## config.mk

```make
export PLATFORM = sky130hd
export DESIGN_NAME = rx_symbol_aligner_flat
export DESIGN_NICKNAME = d
export VERILOG_FILES = /design/src/rtl/rx_pcs_pkg.sv /design/src/rtl/rx_symbol_aligner_if.sv /design/src/rtl/comma_match.sv /design/src/rtl/rx_symbol_aligner.sv /design/src/flat_wrapper.sv
export SDC_FILE = /design/constraint.sdc
export NUM_CORES = 1
export LEC_CHECK = 0
export ABC_AREA = 1
export BUFFER_PORTS_ARGS = -buffer_cell sky130_fd_sc_hd__buf_4
export CAP_MARGIN = 30
export CORE_ASPECT_RATIO = 1.75
export CORE_MARGIN = 2
export CORE_UTILIZATION = 40
export DETAILED_ROUTE_END_ITERATION = 12
export PLACE_DENSITY = 0.53
export SLEW_MARGIN = 40
export SYNTH_ARGS = -nofsm -noshare
export SYNTH_HDL_FRONTEND = slang
export SYNTH_HIERARCHICAL = 1
export SYNTH_SLANG_ARGS = --single-unit
```

## constraint.sdc

```tcl
create_clock -name CLK_5G -period 1.7 [get_ports CLK_5G]
set_input_delay 0.17 -clock CLK_5G [delete_from_list [all_inputs] [get_ports CLK_5G]]
set_output_delay 0.17 -clock CLK_5G [all_outputs]
set_load 0.005 [all_outputs]
```

## src/rtl/rx_pcs_pkg.sv

```systemverilog
// Shared RX PCS definitions: symbol width, K28.5 comma codes and aligner states.
package rx_pcs_pkg;

    localparam int unsigned SYMBOL_W = 10;

    // K28.5 as held in a symbol register with bit 0 = a (first bit on the wire).
    localparam logic [SYMBOL_W-1:0] K28_5_RDN = 10'b0101111100;
    localparam logic [SYMBOL_W-1:0] K28_5_RDP = 10'b1010000011;

    typedef enum logic [1:0] {
        HUNT,
        ACQUIRE,
        LOCKED
    } align_state_e;

endpackage

```

## src/rtl/rx_symbol_aligner_if.sv

```systemverilog
// Serial input and aligned-symbol output bundle of the RX word aligner.
interface rx_symbol_aligner_if
    import rx_pcs_pkg::*;
#(
    parameter int unsigned DATA_WIDTH = SYMBOL_W
) ();

    logic                  Serial_In;
    logic [DATA_WIDTH-1:0] Collected_Data;
    logic                  Symbol_Valid;
    logic                  Comma_Found;
    logic                  Aligned;

    // Bit source / symbol consumer side.
    modport master (
        output Serial_In,
        input  Collected_Data,
        input  Symbol_Valid,
        input  Comma_Found,
        input  Aligned
    );

    // Aligner side.
    modport slave (
        input  Serial_In,
        output Collected_Data,
        output Symbol_Valid,
        output Comma_Found,
        output Aligned
    );

endinterface

```

## src/rtl/comma_match.sv

```systemverilog
// Combinational K28.5 detector covering both running disparities.
module comma_match
    import rx_pcs_pkg::*;
(
    input  logic [SYMBOL_W-1:0] symbol,
    output logic                is_comma
);

    // Exact 10-bit compare against either disparity of K28.5.
    always_comb begin
        is_comma = (symbol == K28_5_RDN) || (symbol == K28_5_RDP);
    end

endmodule

```

## src/rtl/rx_symbol_aligner.sv

```systemverilog
// Serial-to-parallel aligner: hunts for K28.5 at every bit offset, confirms the
// phase over several commas, then emits one aligned symbol every DATA_WIDTH clocks.
module rx_symbol_aligner
    import rx_pcs_pkg::*;
#(
    parameter int unsigned DATA_WIDTH    = SYMBOL_W,
    parameter int unsigned COMMA_CONFIRM = 4,
    parameter int unsigned MISALIGN_MAX  = 4
) (
    input logic                CLK_5G,
    input logic                Rst_n,
    rx_symbol_aligner_if.slave link
);

    localparam int unsigned CNT_W  = $clog2(DATA_WIDTH);
    localparam int unsigned GOOD_W = $clog2(COMMA_CONFIRM + 1);
    localparam int unsigned BAD_W  = $clog2(MISALIGN_MAX + 1);

    localparam logic [CNT_W-1:0]  CNT_LAST   = CNT_W'(DATA_WIDTH - 1);
    localparam logic [GOOD_W-1:0] GOOD_LAST  = GOOD_W'(COMMA_CONFIRM - 1);
    localparam logic [BAD_W-1:0]  BAD_LAST   = BAD_W'(MISALIGN_MAX - 1);
    localparam align_state_e      HUNT_EXIT  = (COMMA_CONFIRM <= 1) ? LOCKED : ACQUIRE;

    logic [DATA_WIDTH-1:0] sr_q;
    logic [DATA_WIDTH-1:0] data_q;
    logic                  valid_q;
    logic                  comma_q;
    logic                  aligned_q;

    align_state_e          state_q, state_d;
    logic [CNT_W-1:0]      cnt_q, cnt_d;
    logic [GOOD_W-1:0]     good_q, good_d;
    logic [BAD_W-1:0]      bad_q, bad_d;

    logic                  detect;
    logic                  boundary;
    logic                  emit;

    comma_match u_comma_match (
        .symbol   (sr_q),
        .is_comma (detect)
    );

    assign boundary = (cnt_q == CNT_LAST);

    // Next-state: phase tracking, comma confirmation and misalignment counting.
    always_comb begin
        state_d = state_q;
        cnt_d   = cnt_q;
        good_d  = good_q;
        bad_d   = bad_q;
        emit    = 1'b0;

        unique case (state_q)
            HUNT: begin
                if (detect) begin
                    emit    = 1'b1;
                    cnt_d   = '0;
                    good_d  = GOOD_W'(1);
                    state_d = HUNT_EXIT;
                end
            end

            ACQUIRE: begin
                if (boundary) begin
                    emit  = 1'b1;
                    cnt_d = '0;
                    if (detect) begin
                        good_d = good_q + 1'b1;
                        if (good_q == GOOD_LAST) begin
                            state_d = LOCKED;
                        end
                    end
                end else begin
                    cnt_d = cnt_q + 1'b1;
                    // A comma at another offset restarts confirmation on its phase.
                    if (detect) begin
                        emit   = 1'b1;
                        cnt_d  = '0;
                        good_d = GOOD_W'(1);
                    end
                end
            end

            LOCKED: begin
                if (boundary) begin
                    emit  = 1'b1;
                    cnt_d = '0;
                    if (detect) begin
                        bad_d = '0;
                    end
                end else begin
                    cnt_d = cnt_q + 1'b1;
                    // Off-phase commas are tolerated until MISALIGN_MAX of them.
                    if (detect) begin
                        if (bad_q == BAD_LAST) begin
                            state_d = HUNT;
                            cnt_d   = '0;
                            good_d  = '0;
                            bad_d   = '0;
                        end else begin
                            bad_d = bad_q + 1'b1;
                        end
                    end
                end
            end

            default: begin
                state_d = HUNT;
                cnt_d   = '0;
                good_d  = '0;
                bad_d   = '0;
            end
        endcase
    end

    // State, shift register and registered symbol outputs.
    always_ff @(posedge CLK_5G or negedge Rst_n) begin
        if (!Rst_n) begin
            sr_q      <= '0;
            data_q    <= '0;
            valid_q   <= 1'b0;
            comma_q   <= 1'b0;
            aligned_q <= 1'b0;
            state_q   <= HUNT;
            cnt_q     <= '0;
            good_q    <= '0;
            bad_q     <= '0;
        end else begin
            sr_q      <= {link.Serial_In, sr_q[DATA_WIDTH-1:1]};
            valid_q   <= emit;
            comma_q   <= emit & detect;
            aligned_q <= (state_d == LOCKED);
            state_q   <= state_d;
            cnt_q     <= cnt_d;
            good_q    <= good_d;
            bad_q     <= bad_d;
            if (emit) begin
                data_q <= sr_q;
            end
        end
    end

    assign link.Collected_Data = data_q;
    assign link.Symbol_Valid   = valid_q;
    assign link.Comma_Found    = comma_q;
    assign link.Aligned        = aligned_q;

endmodule

```

## src/flat_wrapper.sv

```systemverilog
// flat-port wrapper written by rule: the top's interface ports become plain ports
module rx_symbol_aligner_flat import rx_pcs_pkg::*;
#(
    parameter int unsigned DATA_WIDTH    = SYMBOL_W,
    parameter int unsigned COMMA_CONFIRM = 4,
    parameter int unsigned MISALIGN_MAX  = 4
)
  (CLK_5G, Rst_n, link_Serial_In, link_Collected_Data, link_Symbol_Valid, link_Comma_Found, link_Aligned);
  rx_symbol_aligner_if #(.DATA_WIDTH(DATA_WIDTH)) link_i ();
  input logic CLK_5G;
  input logic Rst_n;
  input wire logic [$bits(link_i.Serial_In)-1:0] link_Serial_In;
  output wire logic [$bits(link_i.Collected_Data)-1:0] link_Collected_Data;
  output wire logic [$bits(link_i.Symbol_Valid)-1:0] link_Symbol_Valid;
  output wire logic [$bits(link_i.Comma_Found)-1:0] link_Comma_Found;
  output wire logic [$bits(link_i.Aligned)-1:0] link_Aligned;
  assign link_i.Serial_In = link_Serial_In;
  assign link_Collected_Data = link_i.Collected_Data;
  assign link_Symbol_Valid = link_i.Symbol_Valid;
  assign link_Comma_Found = link_i.Comma_Found;
  assign link_Aligned = link_i.Aligned;
  rx_symbol_aligner #(.DATA_WIDTH(DATA_WIDTH), .COMMA_CONFIRM(COMMA_CONFIRM), .MISALIGN_MAX(MISALIGN_MAX)) u_core (.CLK_5G(CLK_5G), .Rst_n(Rst_n), .link(link_i));
endmodule
```

==> results of run 1 <==
## critical path, cell delays in order, from the launching register on
cell,delay [ns]
dfrtp_1,0.41
nand2_1,0.07
nor2_1,0.14
nand3_1,0.10
nand2_2,0.13
inv_4,0.08
nand2_4,0.10
inv_2,0.06
nor2_2,0.12
nand3_1,0.12
nand3_2,0.10
nor2_1,0.05
## flip-flops by register name, summed over array words and instances (netlist names)
| register | count |
|---|---|
| u_core/bad_q | 3 |
| u_core/cnt_q | 4 |
| u_core/good_q | 3 |
| u_core/link.Aligned | 1 |
| u_core/link.Collected_Data | 10 |
| u_core/link.Comma_Found | 1 |
| u_core/link.Symbol_Valid | 1 |
| u_core/sr_q | 10 |
| u_core/state_q | 2 |
## layout make-up
type / instances / area (µm²)
Inverter: 27 / 104
Tap cell: 49 / 61.3
Clock buffer: 6 / 82.6
Sequential cell: 35 / 876
Multi-Input combinational cell: 141 / 767
Fill cell: 398 / 2020
Clock inverter: 1 / 5.00
Timing Repair Buffer: 30 / 238
## per-layer routing
layer	wire (µm)	track usage, %	vias to the layer above
li1	-	-	708
met1	1490	19.8	679
met2	2170	31.2	15
met3	73	3.64	2
met4	29	8.33	0
met5	0	0	-
## metrics by stage
stage / TNS (ns) / utilization, % / hold slack (ns)
4_1_cts: 0 / 48.5 / 0.383
2_1_floorplan: 0 / - / -0.126
3_5_place_dp: 0 / 45.9 / 0.147
5_1_grt: -0.124 / 51.4 / 0.434
6_report: 0 / 51.4 / 0.366
3_3_place_gp: 0 / 45.9 / 0.146
## layout by cell type (no fill, tap or decap)
cell           netlist  routed
a21oi_1              3       3
a31oi_1              1       1
buf_4                1      26
buf_6                1       2
clkbuf_8             0       6
clkinv_2             0       1
dfrtp_1             35      35
dlygate4sd3_1        0       2
ha_1                 9       7
ha_2                 0       2
inv_1               24      23
inv_2                3       3
inv_4                0       1
nand2_1             66      64
nand2_2              4       4
nand2_4              1       2
nand2_8              0       1
nand3_1             24      21
nand3_2              2       5
nand4_1              2       2
nand4_2              1       1
nor2_1              17      14
nor2_2               1       4
nor2_4               1       1
nor3_1               1       1
o21ai_0              6       4
o21ai_1              0       2
o21bai_1             1       1
xor2_1               1       1
## final timing paths
path	depth (start not counted)	start	slack, ns	endpoint
setup reg to reg	11	u_core/sr_q[4]	0.11	u_core/link.Aligned
max in group asynchronous	2	Rst_n	1.01	u_core/link.Collected_Data[4]
hold / removal	2	Rst_n	0.37	u_core/bad_q[0]
min in group CLK_5G	0	u_core/sr_q[1]	0.43	u_core/sr_q[0]
setup / recovery	11	u_core/sr_q[4]	0.11	u_core/link.Aligned
hold reg to reg	0	u_core/sr_q[1]	0.43	u_core/sr_q[0]
## logic make-up after synthesis
logic type      Yosys count  synth area share (%)
buf+inv                  31                  7.56
fa+ha+maj                 9                  6.54
flops                    35                  50.9
simple gates            120                  31.1
compound gates           11                  3.42
xor+xnor                  1                 0.509
## what timing repair did
action	4_1_cts	5_1_grt
pin swaps	0	8
setup endpoints to repair	3	22
hold buffers	2	0
endpoints found under the hold margin	36	0
buffers inserted	0	8
gates resized for setup	1	18
## power groups by stage
stage | sequential [µW] | clock (µW) | combinational, µW
4_1_cts | 891 | 623 | 129
3_5_place_dp | 907 | 0 | 125
6_report | 889 | 597 | 154
3_3_place_gp | 905 | 0 | 121
5_1_grt | 893 | 662 | 177
2_1_floorplan | 901 | 0 | 67.8
==> run summary, run 1 <==
Largest net degree at the start of global routing: 36
Ratio of final minimum period to clock period: 93.7%
Tightest Pin Transition: 0.501 ns
CTS buffer count: 5
Sink Count: 35
Gr ovfl total: 0
Share of cells above drive strength 1: 24.6%
Worst-path clk slew: 0.07 ns
Syn avg cell area: 8.32 µm²
Final Instance Count excl. Fillers: 289
Die area: 4870 µm²
Yosys warns: 6
Max Cap Viol: 0
Initial antenna violation count: 0
Final #Nets: 252
Number of distinct library cells after synthesis: 23
Fmax: 0.627 GHz
Peak VDD IR: 771 µV
Commonest cells post-synth: nand2_1 (66), dfrtp_1 (35), inv_1 (24), nand3_1 (24), nor2_1 (17)
Sequential fraction of the synthesis area: 50.9%
Final hold viol count: 0
Effective utilization at floorplan: 41.5%
Status: finished, final reports clean
CTS Root Cell: clkbuf_8
Asr flop ratio synth: 100%
Syn nets: 219
Detail Placement HPWL: 2.80 mm
Die Width: 53.6 µm
Post-Route WL: 3.76 mm
Setup-failing EPs final: 0
Vias per inst: 4.86
Switching pwr: 395 µW
Most used DFF post-synth: dfrtp_1
GRT Total Usage: 17.9%
I/O pins: 16
Skew final: 0.00530 ns
Routed Antenna Nets: 0
Tot Pwr: 1640 µW
Clock tree buffer depth: 2
DR pass1 iterations: 4
Type of origin of the critical path: flop
Routed length per instance: 13.0 µm
Logic gate share of total power: 9.4%
Placed insts: 272
Tmin final: 1.59 ns
Placed Area: 1900 µm²
Ant diodes: 0
CP required: 1.87 ns
Worst setup EP type: flop
Vias in the first global route: 1469
Yosys reg bits: 35
First-pass GRT wire length: 6.49 mm
Port Buf Inserts: 15
Pre-CTS WS: 0.00195 ns
Slew headroom: 66.6%
P_int: 1250 µW
Die height: 90.8 µm
Core ar.: 4150 µm²
Leak: 0.00119 µW
Initial DRC count: 20
Arrival time at the worst endpoint: 1.76 ns
Reg power frac: 54.2%
Clk_lat worst skew: 0.28 ns
Synth Instances: 207
RSZ-0062 raised after global routing: yes
# DRC: 0
Vias: 1404
Layout area overhead: 23.9%
Max FO, Critical Path: 6
H-Tree Depth: 2
Clk pwr share: 36.4%
FP Rows: 31
Switching share of power: 24.0%
Post-synth top area share: 50.9%
Netlist Area Pre-Place: 1720 µm²
CTS tree: built
Fin worst setup slack: 0.106 ns
Total power per unit cell area: 769 nW/µm²
Design Area, Final: 2130 µm²
Placer Congestion: 0.851
Post-synth EDFFs: 0
Area leader, netlist: dfrtp_1
Worst setup path class: reg2reg
Max-slew violation count: 0
Most frequent cell after synthesis: nand2_1
Hold Path Class: in2async
Synth top area cells: dfrtp_1 (51%), nand2_1 (14%), nand3_1 (7.0%)
Note: power is estimated with default switching activity, not from simulation.
==> run 2, diff against run 1 <==
--- a/config.mk
+++ b/config.mk
@@ -12,9 +12,8 @@
 export CORE_MARGIN = 2
 export CORE_UTILIZATION = 40
 export DETAILED_ROUTE_END_ITERATION = 12
-export PLACE_DENSITY = 0.53
+export PLACE_DENSITY = 0.54
 export SLEW_MARGIN = 40
 export SYNTH_ARGS = -nofsm -noshare
 export SYNTH_HDL_FRONTEND = slang
-export SYNTH_HIERARCHICAL = 1
 export SYNTH_SLANG_ARGS = --single-unit
==> run summary, run 2 <==
Status: finished, final reports clean
Vias per inst: 4.80 (-1.3%)
GRT Total Usage: 15.8% (-2.2 points)
Arrival time at the worst endpoint: 1.78 ns (+0.02 ns)
First-pass GRT wire length: 5.59 mm (-14%)
Skew final: 0.00680 ns (+0.00149 ns)
Area leader, netlist: dfrtp_1
Max-slew violation count: 0 (unchanged)
Fin util: 50.2% (-1.2 points)
I/O pins: 16 (unchanged)
Yosys warns: 0 (-6)
CTS tree: built
H-Tree Depth: 2 (unchanged)
DR pass1 iterations: 4 (unchanged)
Die Width: 53.1 µm (-0.89%)
Sequential Area: 876 µm² (unchanged)
Placer Congestion: 0.806 (-5.2%)
Layout area overhead: 22.1%
Max FO, Critical Path: 6 (unchanged)
Asr flop ratio synth: 100% (unchanged)
Tightest Pin Transition: 0.440 ns (-0.0612 ns)
Post-Route WL: 3.38 mm (-10%)
Netlist Area Pre-Place: 1690 µm² (-1.9%)
Final hold viol count: 0 (unchanged)
Syn avg cell area: 8.57 µm² (+3.1%)
Detail Placement HPWL: 2.48 mm (-12%)
Hold Path Class: in2async
Crit-path cells: inv_1, ha_1, nor2_2, o21ai_1, nor3_2, nand2_1, nand2_1
Syn nets: 209 (-4.6%)
Setup tns final: 0 ns (unchanged)
Slew headroom: 70.7% (+4.1 points)
Switching pwr: 395 µW (about the same)
Clk pwr share: 43.7% (+7.3 points)
Die height: 90.0 µm (-0.91%)
R2R Setup Slk: 0.14 ns (+0.04 ns)
Most frequent cell after synthesis: nand2_1
Post-synth top area share: 51.9% (+0.98 points)
P_int: 1380 µW (+11%)
Worst setup EP type: flop
Max incr delay on CP: 0.42 ns (about the same)
Initial antenna violation count: 0 (unchanged)
Clock tree buffer depth: 2 (unchanged)
CTS buffer count: 5 (unchanged)
Gr ovfl total: 0 (unchanged)
CP dominant cell by count: nand2_1
Port Buf Inserts: 15 (unchanged)
Placed Area: 1850 µm² (-2.8%)
Worst-path clk slew: 0.07 ns (about the same)
Clk_lat worst skew: 0.28 ns (about the same)
RSZ-0062 raised after global routing: yes
Die area: 4780 µm² (-1.8%)
Peak VDD IR: 557 µV (-28%)
Setup-failing EPs final: 0 (unchanged)
Reg power frac: 49.9% (-4.3 points)
Final #Nets: 236 (-6.3%)
Worst setup path class: reg2reg
Tmin final: 1.56 ns (-0.0386 ns)
Most frequent cells in the layout: nand2_1 (68), dfrtp_1 (35), inv_1 (26)
Logic gate share of total power: 6.4% (-3.0 points)
Largest net degree at the start of global routing: 36 (unchanged)
Ant diodes: 0 (unchanged)
Type of origin of the critical path: flop
Fmax: 0.643 GHz (+2.5%)
Placed insts: 260 (-4.4%)
Slowest CP cell: dfrtp_1
Switching share of power: 22.3% (-1.8 points)
Design Area, Final: 2060 µm² (-3.3%)
Post-synth EDFFs: 0 (unchanged)
Routed Antenna Nets: 0 (unchanged)
Synth Instances: 197 (-4.8%)
# DRC: 0 (unchanged)
Initial DRC count: 14 (-30%)
Yosys reg bits: 35 (unchanged)
Share of cells above drive strength 1: 20.0% (-4.6 points)
Most used DFF post-synth: dfrtp_1
Total power per unit cell area: 859 nW/µm² (+12%)
Leading cell type in the layout, fill and taps excluded: nand2_1
CTS Root Cell: clkbuf_8
Routed length per instance: 12.3 µm (-5.2%)
CP required: 1.93 ns (+0.06 ns)
Sink Count: 35 (unchanged)
Leak: 0.00112 µW (-5.8%)
Synth top area cells: dfrtp_1 (52%), nand2_1 (15%), ha_1 (6.7%)
Core ar.: 4110 µm² (-0.93%)
Number of distinct library cells after synthesis: 24 (+4.3%)
Ratio of final minimum period to clock period: 91.5% (-2.3 points)
Area of the multi-input gates: 726 µm² (-5.4%)
Effective utilization at floorplan: 41.1% (-0.40 points)
Max Cap Viol: 0 (unchanged)
Final Instance Count excl. Fillers: 274 (-5.2%)
Fillcell total: 389 (-2.3%)
Vias in the first global route: 1331 (-9.4%)
Commonest cells post-synth: nand2_1 (68), dfrtp_1 (35), inv_1 (26)
Vias: 1314 (-6.4%)
Tot Pwr: 1770 µW (+8.1%)
FP Rows: 31 (unchanged)
Sequential fraction of the synthesis area: 51.9% (+0.98 points)
-- run 2: cell count changes in the layout (fill, tap and decap cells not counted), sizes merged, moves of 2 or more --
cell	before	now
o22ai	0	4
nor2	19	15
o21ai	6	4
buf	28	21
nand3	26	18
-- run 2: power groups by stage --
stage          clock [µW]  combinational, µW  sequential, µW
2_1_floorplan           0               56.1             895
3_3_place_gp            0                104             899
3_5_place_dp            0                108             900
4_1_cts               798                112             884
5_1_grt               833                134             888
6_report              774                114             885
-- run 2: path summary, 6_finish.rpt --
check,from,end,cells after the start
setup / recovery,u_core.state_q[0],u_core.bad_q[1],7
hold / removal,Rst_n,u_core.good_q[1],2
setup reg to reg,u_core.state_q[0],u_core.bad_q[1],7
hold reg to reg,u_core.sr_q[7],u_core.sr_q[6],0
max in group asynchronous,Rst_n,u_core.sr_q[2],2
min in group CLK_5G,u_core.sr_q[7],u_core.sr_q[6],0
-- run 2: routing by layer --
layer  track usage [%]  up-vias  wire length (µm)
met1              15.6      618              1300
met2              29.0       20              1870
li1                  -      667                 -
met3              3.65        9                97
met4              7.48        0               106
met5                 0        -                 0
-- run 2: area by class of cell --
cell class | instances | area share (%)
Clock buffer | 6 | 4.00
Clock inverter | 2 | 1.70
Multi-Input combinational cell | 132 | 35.2
Sequential cell | 35 | 42.4
Timing Repair Buffer | 23 | 8.79
Inverter | 27 | 4.91
Tap cell | 49 | 2.97
-- run 2: cell families after synthesis --
group	synth area share, %
DFF	51.9
buffers and inverters	7.55
and+or+nand+nor	28.5
adders and majority gates	6.67
AOI/OAI and AO/OA	4.37
xor gates and xnor gates	1.04
-- run 2: timing repair --
action / 4_1_cts / 5_1_grt
cloned: 0 / 0
endpoints found under the hold margin: 36 / 0
resized for setup: 2 / 7
pin swaps: 0 / 2
endpoints found under the setup margin: 11 / 19
buffers inserted: 0 / 4
hold buffers: 2 / 0
-- run 2: metrics by stage --
step	hold slack, ns	worst slack [ns]
floorplan	-0.126	0.195
global placement	0.139	0.0847
detailed placement	0.150	-0.0116
CTS	0.383	0.0280
global route	0.432	-0.0146
finish	0.374	0.145
-- run 2: worst max-delay path: cells and delay by family, from the launching register on --
kind | cells | cell delay, ns
and+or+nand+nor | 4 | 0.51
DFF | 1 | 0.42
adders and majority gates | 1 | 0.30
AOI/OAI and AO/OA | 1 | 0.17
buffers and inverters | 1 | 0.11
==> run 3, diff against run 2 <==
--- a/config.mk
+++ b/config.mk
@@ -5,14 +5,14 @@
 export SDC_FILE = /design/constraint.sdc
 export NUM_CORES = 1
 export LEC_CHECK = 0
-export ABC_AREA = 1
+export ABC_AREA = 0
 export BUFFER_PORTS_ARGS = -buffer_cell sky130_fd_sc_hd__buf_4
 export CAP_MARGIN = 30
 export CORE_ASPECT_RATIO = 1.75
 export CORE_MARGIN = 2
 export CORE_UTILIZATION = 40
 export DETAILED_ROUTE_END_ITERATION = 12
-export PLACE_DENSITY = 0.54
+export PLACE_DENSITY = 0.53
 export SLEW_MARGIN = 40
 export SYNTH_ARGS = -nofsm -noshare
 export SYNTH_HDL_FRONTEND = slang
==> run summary, run 3 <==
CTS buffer count: 5 (unchanged)
Asr flop ratio synth: 100% (unchanged)
Vias in the first global route: 1582 (+19%)
Worst setup EP type: flop
Failing checks: setup timing
Post-synth top area share: 50.1% (-1.8 points)
Crit-path cells: or4b_4, buf_6, nor3_4, o31ai_1, a31oi_1, buf_4, mux2_2
P_int: 1220 µW (-11%)
Detail Placement HPWL: 3.25 mm (+31%)
Synth Instances: 156 (-21%)
Type of origin of the critical path: flop
Die height: 91.5 µm (+1.7%)
Logic gate share of total power: 9.9% (+3.5 points)
Ratio of final minimum period to clock period: 127% (+36 points)
Reg power frac: 52.8% (+2.9 points)
Setup-failing EPs final: 25 (+25)
Largest net degree at the start of global routing: 36 (unchanged)
Die Width: 54.0 µm (+1.6%)
Syn avg cell area: 11.2 µm² (+31%)
Leading cell type in the layout, fill and taps excluded: buf_4
Core ar.: 4190 µm² (+1.9%)
Fin Hold WS: 0.352 ns (-0.0213 ns)
Final #Nets: 231 (-2.1%)
Final hold viol count: 0 (unchanged)
Layout area overhead: 45.4%
Sequential fraction of the synthesis area: 50.1% (-1.8 points)
Post-Route WL: 4.52 mm (+34%)
CP required: 1.88 ns (-0.05 ns)
Area leader, netlist: dfrtp_1
Effective utilization at floorplan: 41.8% (+0.67 points)
Max Cap Viol: 0 (unchanged)
Max-slew violation count: 0 (unchanged)
FP Rows: 31 (unchanged)
First-pass GRT wire length: 7.42 mm (+33%)
Clk pwr share: 37.3% (-6.4 points)
Fmax: 0.462 GHz (-28%)
Initial DRC count: 35 (+21)
Reg2reg end: u_core.link.Collected_Data[0]
Skew final: 0.00537 ns (-0.00142 ns)
Leak: 0.00117 µW (+4.7%)
Max incr delay on CP: 0.54 ns (+0.12 ns)
CTS tree: built
Die area: 4940 µm² (+3.3%)
I/O pins: 16 (unchanged)
Synth top area cells: dfrtp_1 (50%), mux2_2 (7.1%), ha_1 (6.4%)
Initial antenna violation count: 0 (unchanged)
Port Buf Inserts: 15 (unchanged)
Switching share of power: 25.9% (+3.7 points)
Reg2Reg Launch Point: u_core.sr_q[6]
Total power per unit cell area: 649 nW/µm² (-24%)
CTS Root Cell: clkbuf_8
Share of cells above drive strength 1: 50.0% (+30 points)
Commonest cells post-synth: dfrtp_1 (35), mux2_2 (11), ha_1 (9)
Fin worst setup slack: -0.466 ns (-0.610 ns)
Tightest Pin Transition: 0.449 ns (+0.00973 ns)
Placer Congestion: 0.948 (+18%)
Slew headroom: 70.0% (-0.65 points)
Yosys warns: 0 (unchanged)
GRT Total Usage: 20.8% (+5.0 points)
Arrival time at the worst endpoint: 2.34 ns (+0.56 ns)
Clk_lat worst skew: 0.29 ns (about the same)
Number of distinct library cells after synthesis: 43 (+79%)
Clock tree buffer depth: 2 (unchanged)
# DRC: 0 (unchanged)
Most frequent cell after synthesis: dfrtp_1
Max FO, Critical Path: 11 (+5)
Switching pwr: 428 µW (+8.6%)
Worst-path clk slew: 0.08 ns (about the same)
Gr ovfl total: 0 (unchanged)
Fillcell total: 357 (-8.2%)
Syn nets: 168 (-20%)
Most used DFF post-synth: dfrtp_1
Ant diodes: 0 (unchanged)
Fin util: 60.7% (+11 points)
Routed Antenna Nets: 0 (unchanged)
Hold Path Class: in2async
Vias per inst: 5.51 (+15%)
Slowest CP cell: or4b_4
Worst setup path class: reg2reg
Status: complete, but fails checks
R2R Setup Slk: -0.47 ns (-0.61 ns)
Yosys reg bits: 35 (unchanged)
H-Tree Depth: 2 (unchanged)
Worst R2R Path Depth: 7 (unchanged)
DR pass1 iterations: 4 (unchanged)
Routed length per instance: 16.8 µm (+36%)
Post-synth EDFFs: 0 (unchanged)
RSZ-0062 raised after global routing: yes
Sequential Area: 876 µm² (unchanged)
Peak VDD IR: 627 µV (+13%)
Most frequent cells in the layout: buf_4 (53), dfrtp_1 (35), mux2_2 (10)
Tmin final: 2.17 ns (+0.610 ns)
Sink Count: 35 (unchanged)
Vias: 1482 (+13%)
Netlist Area Pre-Place: 1750 µm² (+3.6%)
Area of the multi-input gates: 980 µm² (+35%)
run 3: cell count changes after synthesis, moves of 5 or more:
cell	delta
mux2_2	+11
nand2_1	-61
nand2b_1	+6
nand3_1	-9
nor3_1	+5
inv_1	-18
run 3: kinds of logic after synthesis:
kind of cell / count (synthesis) / synth area share (%)
compound gates: 29 / 12.9
mux: 12 / 7.65
simple gates: 56 / 19.0
fa+ha+maj: 9 / 6.44
buf+inv: 15 / 3.86
flops: 35 / 50.1
run 3: what timing repair did:
item,4_1_cts,5_1_grt
buffers inserted,8,4
hold buffers,2,0
endpoints found under the setup margin,25,25
resized for setup,18,17
pin swaps,17,12
hold endpoints to repair,36,0
run 3: layer usage:
metal	track usage (%)	vias up	share of wire (%)
li1	-	699	-
met1	22.8	738	36
met2	36.0	33	59
met3	4.11	12	2.8
met4	10.6	0	2.5
met5	0	-	0
run 3: worst max-delay path by stage:
stage | startpoint | to
6_report | u_core.sr_q[6] | u_core.link.Collected_Data[0]
5_1_grt | u_core.sr_q[6] | u_core.link.Collected_Data[0]
4_1_cts | u_core.sr_q[6] | u_core.link.Collected_Data[1]
3_5_place_dp | u_core.sr_q[6] | u_core.state_q[0]
3_3_place_gp | u_core.sr_q[6] | u_core.state_q[0]
2_1_floorplan | u_core.sr_q[2] | u_core.link.Collected_Data[0]
run 3: area by class of cell:
type	instances	share of cell area [%]
Clock buffer	5	2.71
Sequential cell	35	34.4
Clock inverter	3	0.787
Inverter	8	1.18
Timing Repair Buffer	63	20.0
Multi-Input combinational cell	106	38.5
Tap cell	49	2.41
run 3: critical path: cells and delay by family (launching register included):
family                 cells  cell delay, ns
muxes                      1            0.35
AOI/OAI and AO/OA          2            0.27
DFF                        1            0.38
buffers and inverters      2            0.36
and+or+nand+nor            2            0.69
run 3: metrics by stage:
step	cell area (µm²)	std cells	setup WS (ns)	TNS, ns	total power (µW)
finish	2540	269	-0.466	-9.91	1650
global route	2540	269	-0.575	-12.01	1720
detailed placement	2210	249	-0.495	-9.72	1040
global placement	2210	249	-0.436	-9.17	1030
floorplan	1800	156	-0.543	-8.41	945
CTS	2450	267	-0.471	-9.95	1660
run 3: power groups by stage:
stage | registers [µW] | clock network [µW] | logic [µW]
floorplan | 889 | 0 | 56.1
global route | 875 | 667 | 178
CTS | 872 | 631 | 159
detailed placement | 888 | 0 | 150
finish | 872 | 617 | 163
global placement | 887 | 0 | 147
